### config.mk
export PLATFORM = sky130hd
export DESIGN_NAME = mont_param_gen
export DESIGN_NICKNAME = d
export VERILOG_FILES = /design/src/rtl/mont_pkg.sv /design/src/rtl/mont_lead_one.sv /design/src/rtl/mont_param_gen.sv
export SDC_FILE = /design/constraint.sdc
export NUM_CORES = 2
export LEC_CHECK = 0
export BUFFER_PORTS_ARGS = -buffer_cell sky130_fd_sc_hd__buf_2
export CORE_MARGIN = 2
export CORE_UTILIZATION = 45
export CTS_CLUSTER_DIAMETER = 100
export DETAILED_ROUTE_END_ITERATION = 10
export PLACE_DENSITY = 0.63
export REMOVE_ABC_BUFFERS = 1
export SYNTH_ARGS = -nofsm -noshare
export SYNTH_HDL_FRONTEND = slang
export SYNTH_SLANG_ARGS = --single-unit
### constraint.sdc
create_clock -name clk -period 11.79 [get_ports clk]
set_clock_uncertainty 0.1 [all_clocks]
set_input_delay 2.358 -clock clk [delete_from_list [all_inputs] [get_ports clk]]
set_output_delay 2.358 -clock clk [all_outputs]
set_load 0.01 [all_outputs]
### src/rtl/mont_pkg.sv
// Shared definitions for the Montgomery parameter generator and reduction stage.
// Latency: n/a (types, constants and elaboration-time helpers only).
// Backpressure: n/a.
package mont_pkg;

    // Default datapath width; must be a power of 2 between 8 and 32.
    localparam int W_DEF = 32;

    // Width of the used-bits count (holds 0..32).
    localparam int NB = 6;

    // Sequencer states; encoding is visible to the bus wrapper's debug view.
    typedef enum logic [2:0] {
        ST_IDLE  = 3'd0,
        ST_INV_A = 3'd1,
        ST_INV_B = 3'd2,
        ST_R2    = 3'd3,
        ST_DONE  = 3'd4
    } state_t;

    // Newton iterations needed: starting from 3 correct bits and doubling each
    // pass, 3*2^ni must cover w bits.
    function automatic int ni_of(input int w);
        return $clog2(w) - 1;
    endfunction

endpackage

### src/rtl/mont_lead_one.sv
// Used-bits detector: leading-one position + 1, or 0 for an all-zero input.
// Latency: purely combinational.
// Backpressure: none.
module mont_lead_one
    import mont_pkg::*;
#(
    parameter int W = W_DEF
) (
    input  logic [W-1:0]  val,
    output logic [NB-1:0] n_used
);

    // Scan upward; the highest set bit is the last one to overwrite the count.
    always_comb begin
        n_used = '0;
        for (int i = 0; i < W; i++) begin
            if (val[i]) begin
                n_used = NB'(i + 1);
            end
        end
    end

endmodule

### src/rtl/mont_param_gen.sv
// Computes -m^-1 mod 2^W, used bits n, and 2^(2n) mod m for an odd modulus m.
// Latency: done 2*NI + 2*n edges after the start edge; even m flags err on the start edge.
// Backpressure: start is ignored while busy; results are held until the next done.
module mont_param_gen
    import mont_pkg::*;
#(
    parameter int W = W_DEF
) (
    input  logic          clk,
    input  logic          rst,
    input  logic          start,
    input  logic [W-1:0]  m,
    output logic          busy,
    output logic          done,
    output logic          err,
    output logic [W-1:0]  m_inv,
    output logic [W-1:0]  r2,
    output logic [NB-1:0] n_bits
);

    localparam int NI = ni_of(W);
    // Doubling counter holds 2*n, at most 64.
    localparam int CW = NB + 1;
    localparam int IW = 3;

    state_t          state;
    state_t          state_nxt;

    logic [W-1:0]    m_q;
    logic [NB-1:0]   n_q;
    logic [W-1:0]    x;
    logic [W-1:0]    t;
    logic [W-1:0]    v;
    logic [CW-1:0]   cnt;
    logic [IW-1:0]   it;

    logic [NB-1:0]   n_in;
    logic [W-1:0]    mul_a;
    logic [W-1:0]    mul_b;
    logic [W-1:0]    prod;
    logic [W:0]      d;
    logic [W:0]      d_sub;
    logic [W:0]      m_ext;
    logic [W-1:0]    v_nxt;
    logic            last_iter;
    logic            last_step;

    mont_lead_one #(.W(W)) u_lead_one (
        .val    (m),
        .n_used (n_in)
    );

    // One shared multiplier: INV_A forms t = m*x, INV_B forms x*(2 - t).
    always_comb begin
        mul_a = x;
        mul_b = W'(2) - t;
        if (state == ST_INV_A) begin
            mul_a = m_q;
            mul_b = x;
        end
        prod = mul_a * mul_b;
    end

    // Modular doubling step; v < m_q keeps 2v within W+1 bits and one subtract enough.
    always_comb begin
        d     = {v, 1'b0};
        m_ext = {1'b0, m_q};
        d_sub = d - m_ext;
        v_nxt = (d >= m_ext) ? d_sub[W-1:0] : d[W-1:0];
    end

    assign last_iter = (it == IW'(NI - 1));
    assign last_step = (cnt == CW'(1));

    // State register.
    always_ff @(posedge clk or posedge rst) begin
        if (rst) begin
            state <= ST_IDLE;
        end else begin
            state <= state_nxt;
        end
    end

    // Next-state decode plus busy/done strobes.
    always_comb begin
        state_nxt = state;
        busy      = 1'b1;
        done      = 1'b0;
        case (state)
            ST_IDLE: begin
                busy = 1'b0;
                if (start) begin
                    state_nxt = m[0] ? ST_INV_A : ST_DONE;
                end
            end
            ST_INV_A: state_nxt = ST_INV_B;
            ST_INV_B: state_nxt = last_iter ? ST_R2 : ST_INV_A;
            ST_R2:    state_nxt = last_step ? ST_DONE : ST_R2;
            ST_DONE: begin
                done      = 1'b1;
                state_nxt = ST_IDLE;
            end
            default: state_nxt = ST_IDLE;
        endcase
    end

    // Datapath registers and held results; results change only on entry to DONE.
    always_ff @(posedge clk or posedge rst) begin
        if (rst) begin
            m_q    <= '0;
            n_q    <= '0;
            x      <= '0;
            t      <= '0;
            v      <= '0;
            cnt    <= '0;
            it     <= '0;
            err    <= 1'b0;
            m_inv  <= '0;
            r2     <= '0;
            n_bits <= '0;
        end else begin
            case (state)
                ST_IDLE: begin
                    if (start) begin
                        m_q <= m;
                        n_q <= n_in;
                        if (!m[0]) begin
                            err    <= 1'b1;
                            m_inv  <= '0;
                            r2     <= '0;
                            n_bits <= n_in;
                        end else begin
                            // Any odd m is its own inverse mod 8: a 3-bit seed.
                            x   <= m;
                            it  <= '0;
                            v   <= (m == W'(1)) ? '0 : W'(1);
                            cnt <= {n_in, 1'b0};
                        end
                    end
                end
                ST_INV_A: begin
                    t <= prod;
                end
                ST_INV_B: begin
                    x  <= prod;
                    it <= it + IW'(1);
                end
                ST_R2: begin
                    v   <= v_nxt;
                    cnt <= cnt - CW'(1);
                    if (last_step) begin
                        m_inv  <= W'(0) - x;
                        r2     <= v_nxt;
                        n_bits <= n_q;
                        err    <= 1'b0;
                    end
                end
                default: ;
            endcase
        end
    end

endmodule

# Yosys cells after proc, flatten, opt, wreduce, memory -nomap -nowiden

Index checks and enable logic that the tools add are counted.
W data, S select, Z words.

$add $sub $neg: 5
Multiply operators: 1
Divide/modulo/power cells: 0
Magnitude comparators: 1
Eq/ne operators: 11
Shift operators: 0
Multiplexer cells: 69
Bitwise gates (word level): 0
Reduce and logical (&&, ||, !) cells: 7

Operators with widths:

| cell                    | count |
|---|---|
| $mux W32                | 11 |
| $pmux W32 S2            | 4 |
| $mux W5                 | 16 |
| $ge A33 B32 Y1          | 1 |
| $eq A32 B1 Y1 const B   | 1 |
| $mul A32 B32 Y32        | 1 |
| $mux W4                 | 8 |
| $sub A1 B32 Y32 const A | 1 |
| $sub A2 B32 Y32 const A | 1 |
| $sub A32 B32 Y32        | 1 |
| $mux W3                 | 9 |
| $mux W6                 | 4 |
| $mux W7                 | 2 |
| $pmux W7 S2             | 1 |
| $pmux W3 S4             | 1 |
| $pmux W6 S2             | 1 |
| $eq A3 B2 Y1 const B    | 3 |
| $ne A2 B2 Y1 const B    | 4 |
| $eq A7 B1 Y1 const B    | 1 |
| $mux W1                 | 7 |
| $sub A7 B1 Y7 const B   | 1 |
| $mux W2                 | 3 |
| $pmux W3 S2             | 1 |
| $reduce_and A3 Y1       | 2 |
| 8 further kinds         | 9 |

Bits in registers: 218
Latch bits: 0
Bits in writable memories: 0
Bits in read-only memories: 0
Bits of input ports: 35
Output and inout bits: 73
Memories kept: 0

# Logic depth before layout (Yosys ltp)

Depth after elaboration: 35
Mapped depth: 38
Gate-level depth less buffers: 35

# Hierarchy

A second synthesis with hierarchy kept.

Cells, all modules: 3323
Area total of the unflattened synthesis: 28255.8 µm²

By module, submodules not included:

| module         | instances | cells an instance | area an instance (µm²) | sequential area each (µm²) |
|---|---|---|---|---|
| mont_param_gen | 1         | 3262              | 27921.8                | 5455.2 |
| mont_lead_one  | 1         | 61                | 334.1                  | 0.0 |

# Worst setup path after synthesis

Ideal clock, no wire load.

Path type: reg2reg
Start: register state[2]
End: register x[31]
Arrival: 9.282 ns
Data required time: 11.565 ns
Slack: 2.283 ns
Cell stages (with the launch flop): 38
Period minus slack after synthesis: 9.507 ns
Path through: dfrtp_1 -> clkbuf_1 -> or3b_1 -> buf_2 -> buf_2 -> buf_2 -> buf_2 -> buf_2 -> clkbuf_1 -> buf_1 -> o21ai_1 -> nand2_1 -> fa_1 -> inv_1 -> fa_1 -> inv_1 -> fa_1 -> fa_1 -> [... 2 more ...] -> inv_1 -> fa_1 -> inv_1 -> fa_1 -> fa_1 -> ha_1 -> and3_1 -> a31oi_1 -> o21ai_0 -> nor2_1 -> a31oi_1 -> a31oi_1 -> o21ai_0 -> a21oi_1 -> xnor3_1 -> xnor3_1 -> o21ai_1 -> mux2_2

Word-level cells in the longest chain between the ends: 4
Elaborated cells between the ends (all ways): 11
Classes of those cells: mul (1); eq/ne (4); mux (3); reduce/logical (3)

Ends and longest elaborated chain:

| element                | line                  | source |
|---|---|---|
| from (decl)            | mont_param_gen.sv:26  | `state_t state;` |
| from (signal assigned) | mont_param_gen.sv:80  | `state <= state_nxt;` |
| $eq A3 B1 Y1           | mont_param_gen.sv:57  | `if (state == ST_INV_A) begin` |
| $mux W32               | mont_param_gen.sv:57  |  |
| $mul A32 B32 Y32       | mont_param_gen.sv:61  | `prod = mul_a * mul_b;` |
| $pmux W32 S2           | mont_param_gen.sv:122 | `case (state)` |
| to (signal assigned)   | mont_param_gen.sv:134 | `x <= m;` |
| to (signal assigned)   | mont_param_gen.sv:145 | `x <= prod;` |
| to (decl)              | mont_param_gen.sv:31  | `logic [W-1:0] x;` |

Several ways; a longest one is shown, not always the timed one.
A chain may end at the register's enable or synchronous reset.

# Worst setup path in the final report

Start: register state[1]
End: register x[31]

Same word-level chain as after synthesis.

==> run metrics <==
status=complete, no violations; final global-route overflow total=0; I/O pins=108; setup violators final=0; Critical-path top delay cell=nor2_1; unrepaired setup endpoints after global routing=false; total CTS buffers=23; first-pass GRT wire length=142.5 mm; Synth Flop Type=dfrtp_1; Multi-input gate area=20,200 sq um; core box area=61,710 sq um; Worst Hold Slack=0.3736 ns; CP Data Arrival Time=10.72 ns; number of synthesized flops with an enable pin=0; Final ANT Viol Nets=0; initial antenna violation count=6; routability cong.=0.9769; r2r startpoint=state[1]$_DFFE_PP0N_; vias per cell=5.513; vias in the first global route=23,560; CTS tree=built; Yosys Warn Count=0; Netlist Area Pre-Place=28,080 sq um; actual slew at the worst max-slew pin=1.421 ns; maximum clock insertion buffer count=3; Final Net Count=3,938; placed cells=4,145; # clock sinks=217; Cells after Synth=3,277; CTS Hold Buffers Added=0; Synth-to-Final Area Change=8.630%; fin. max-slew vios=0; CP required=12.11 ns; Mean Syn Cell Area=8.570 sq um; Post-Route WL=92.26 mm; Layout fillers=6,007; die area=64,420 sq um; clock slew at reported path FFs=0.07 ns; asr flop ratio synth=100.0%; Crit path top cell by count=fa_1; Chip Height=253.8 um; Initial Utilization=45.51%; CP Capture Point=x[31]$_DFFE_PP0P_; Yosys cell types=88; Total GRT Usage=29.50%; Worst Path Max Fanout=65; clock root cell=clkbuf_16; post-CTS setup buffer count=0; setup slack, reg-to-reg=1.40 ns; FF-to-FF End=x[31]$_DFFE_PP0P_; Critical Path Source Type=flip-flop; #FFs+latches synth=217; H-tree levels=1; Port Buffers=107; Detailed Routing Iterations Pass 1=5; Core Util, Final=49.44%; fmax=96.22 MHz; Worst R2R Path Depth=31; Die W=253.8 um; DRT iter0 DRCs=1,779; post-CTS resize count=0; routed vias=23,090; Final TNS setup=0 ns; DRC errors left=0; proportion of layout cells with a drive suffix above 1=8.776%; final worst-path cycle share=88.15%; Final Instance Count excl. Fillers=4,188; clock insertion delay at the later pin of the skew report=0.56 ns; final hold violation count=0; crit path from=state[1]$_DFFE_PP0N_; hold crit path type=flip-flop to flip-flop; largest net degree at the start of global routing=90; Max-Cap Viols=0; fin crit period=10.39 ns; register area=5430 sq um; sequential share of the synthesized area=19.34%; Worst Setup End Kind=flip-flop; CP Class=flip-flop to flip-flop; Std-Cell Rows=91; Worst path max stage delay=0.72 ns; Post-DP HPWL=73.13 mm; wire per inst=22.03 um; Slew headroom=4.412%
## stage by stage
| step | setup WS [ns] | area, sq um |
|---|---|---|
| after floorplan | 0.3273 | 27460 |
| after global placement | 1.848 | 29660 |
| after detailed placement | 1.569 | 29660 |
| after CTS | 1.557 | 30510 |
| after global routing | 0.9175 | 30510 |
| final | 1.397 | 30510 |
## worst max-delay path, delay by kind of cell, from the launching register on
| family | cells | cell delay [ns] |
|---|---|---|
| AO/OA/AOI/OAI | 7 | 1.58 |
| AND/OR/NAND/NOR | 6 | 2.07 |
| flip-flops | 1 | 0.57 |
| buffers and inverters | 6 | 0.76 |
| XOR/XNOR | 2 | 0.68 |
| multiplexers | 1 | 0.27 |
| adder cells (fa/ha/maj) | 9 | 4.18 |
## cell usage after synthesis, types with 4 or more instances
cell type,instances,area share (%)
a21boi_1,6,0.16
clkbuf_1,117,1.6
a31oi_1,12,0.27
or3_1,7,0.16
a21o_1,36,0.96
o21ai_1,14,0.25
nand2b_1,12,0.27
and3_1,11,0.25
o31ai_1,12,0.32
a211oi_1,8,0.21
o21ai_0,221,3.9
a32o_1,4,0.14
clkbuf_8,5,0.25
a22oi_1,6,0.16
nor2b_1,11,0.25
ha_1,161,7.2
nand2_1,554,7.4
a21oi_1,115,2.0
o21bai_1,13,0.35
or2_2,6,0.13
mux2_2,30,1.2
or4_1,8,0.21
a21boi_0,21,0.56
o31a_1,7,0.22
fa_1,409,29
xnor2_1,94,2.9
nand4_1,10,0.22
buf_2,12,0.21
buf_1,9,0.12
inv_1,508,6.8
xnor3_1,7,0.56
and2_1,20,0.45
nand3_1,21,0.37
nor2_1,355,4.7
dfrtp_1,217,19
mux2i_1,26,0.93
nor4_1,19,0.42
nor3_1,24,0.43
xor2_1,49,1.5
a32oi_1,17,0.53
o21a_1,10,0.27
nor3b_1,5,0.13
## worst min path at each step
| stage | from | endpoint | slack (ns) | cells after the start |
|---|---|---|---|---|
| after floorplan | n_q[0]$_DFFE_PP0P_ | n_q[0]$_DFFE_PP0P_ | 0.35 | 2 |
| after global placement | m_inv[7]$_DFFE_PP0P_ | m_inv[7]$_DFFE_PP0P_ | 0.36 | 2 |
| after detailed placement | r2[3]$_DFFE_PP0P_ | r2[3]$_DFFE_PP0P_ | 0.37 | 2 |
| after CTS | r2[3]$_DFFE_PP0P_ | r2[3]$_DFFE_PP0P_ | 0.38 | 2 |
| after global routing | r2[29]$_DFFE_PP0P_ | r2[29]$_DFFE_PP0P_ | 0.40 | 2 |
| final | r2[3]$_DFFE_PP0P_ | r2[3]$_DFFE_PP0P_ | 0.37 | 2 |
## kinds of logic (layout without fill, tap and decap cells)
family | Yosys count | after routing | synth area share, %
XOR/XNOR | 152 | 152 | 5.137
flip-flops | 217 | 217 | 19.34
multiplexers | 57 | 57 | 2.210
AO/OA/AOI/OAI | 539 | 539 | 11.59
other | 0 | 1 | 0
buffers and inverters | 655 | 728 | 9.039
AND/OR/NAND/NOR | 1087 | 1087 | 16.36
adder cells (fa/ha/maj) | 570 | 570 | 36.33
## routing by layer
metal  part of all wire [%]  track usage (%)  vias up
met5                  0.073                0        -
met4                    5.7            14.08       10
met3                    8.0            5.336      255
met2                     45            46.84      926
met1                     41            39.13    11440
li1                       -                -    10460
## state kept, by name, indices dropped and copies added, names as in the netlist, 3 cells and up
signal	cells
cnt	7
m_q	32
t	32
n_q	5
r2	32
m_inv	32
n_bits	6
it	3
v	32
x	32
state	3
## cell type report
cell class	count	share of cell area [%]
inverter	509	6.287
timing repair buffer	177	3.478
clock inverter	9	0.5003
tap	837	3.433
multi-input combinational	2405	66.22
clock buffer	33	2.272
antenna	1	0.008202
sequential	217	17.80
## cells in the final DEF (no fill, tap or decap), types with 8 or more instances in the layout
cell and instances:
nand2_1 553, inv_1 507, fa_1 409, nor2_1 352, dfrtp_1 217, o21ai_0 215, ha_1 161, a21oi_1 113
buf_2 107, xnor2_1 94, buf_4 70, xor2_1 49, a21o_1 36, mux2_2 30, mux2i_1 25, nor3_1 24
clkbuf_16 23, nand3_1 21, and2_1 20, nor4_1 19, a32oi_1 17, a21boi_0 16, o21ai_1 16, o21bai_1 13
nand2b_1 12, o31ai_1 12, nor2b_1 11, a31oi_1 11, and3_1 11, o21a_1 10, nand4_1 10, a211oi_1 8
or4_1 8, a21boi_1 8, clkbuf_8 8
Power is left out: the tool's default activity adds up to more than one toggle a clock period on the data nets, which glitch-free logic cannot reach.
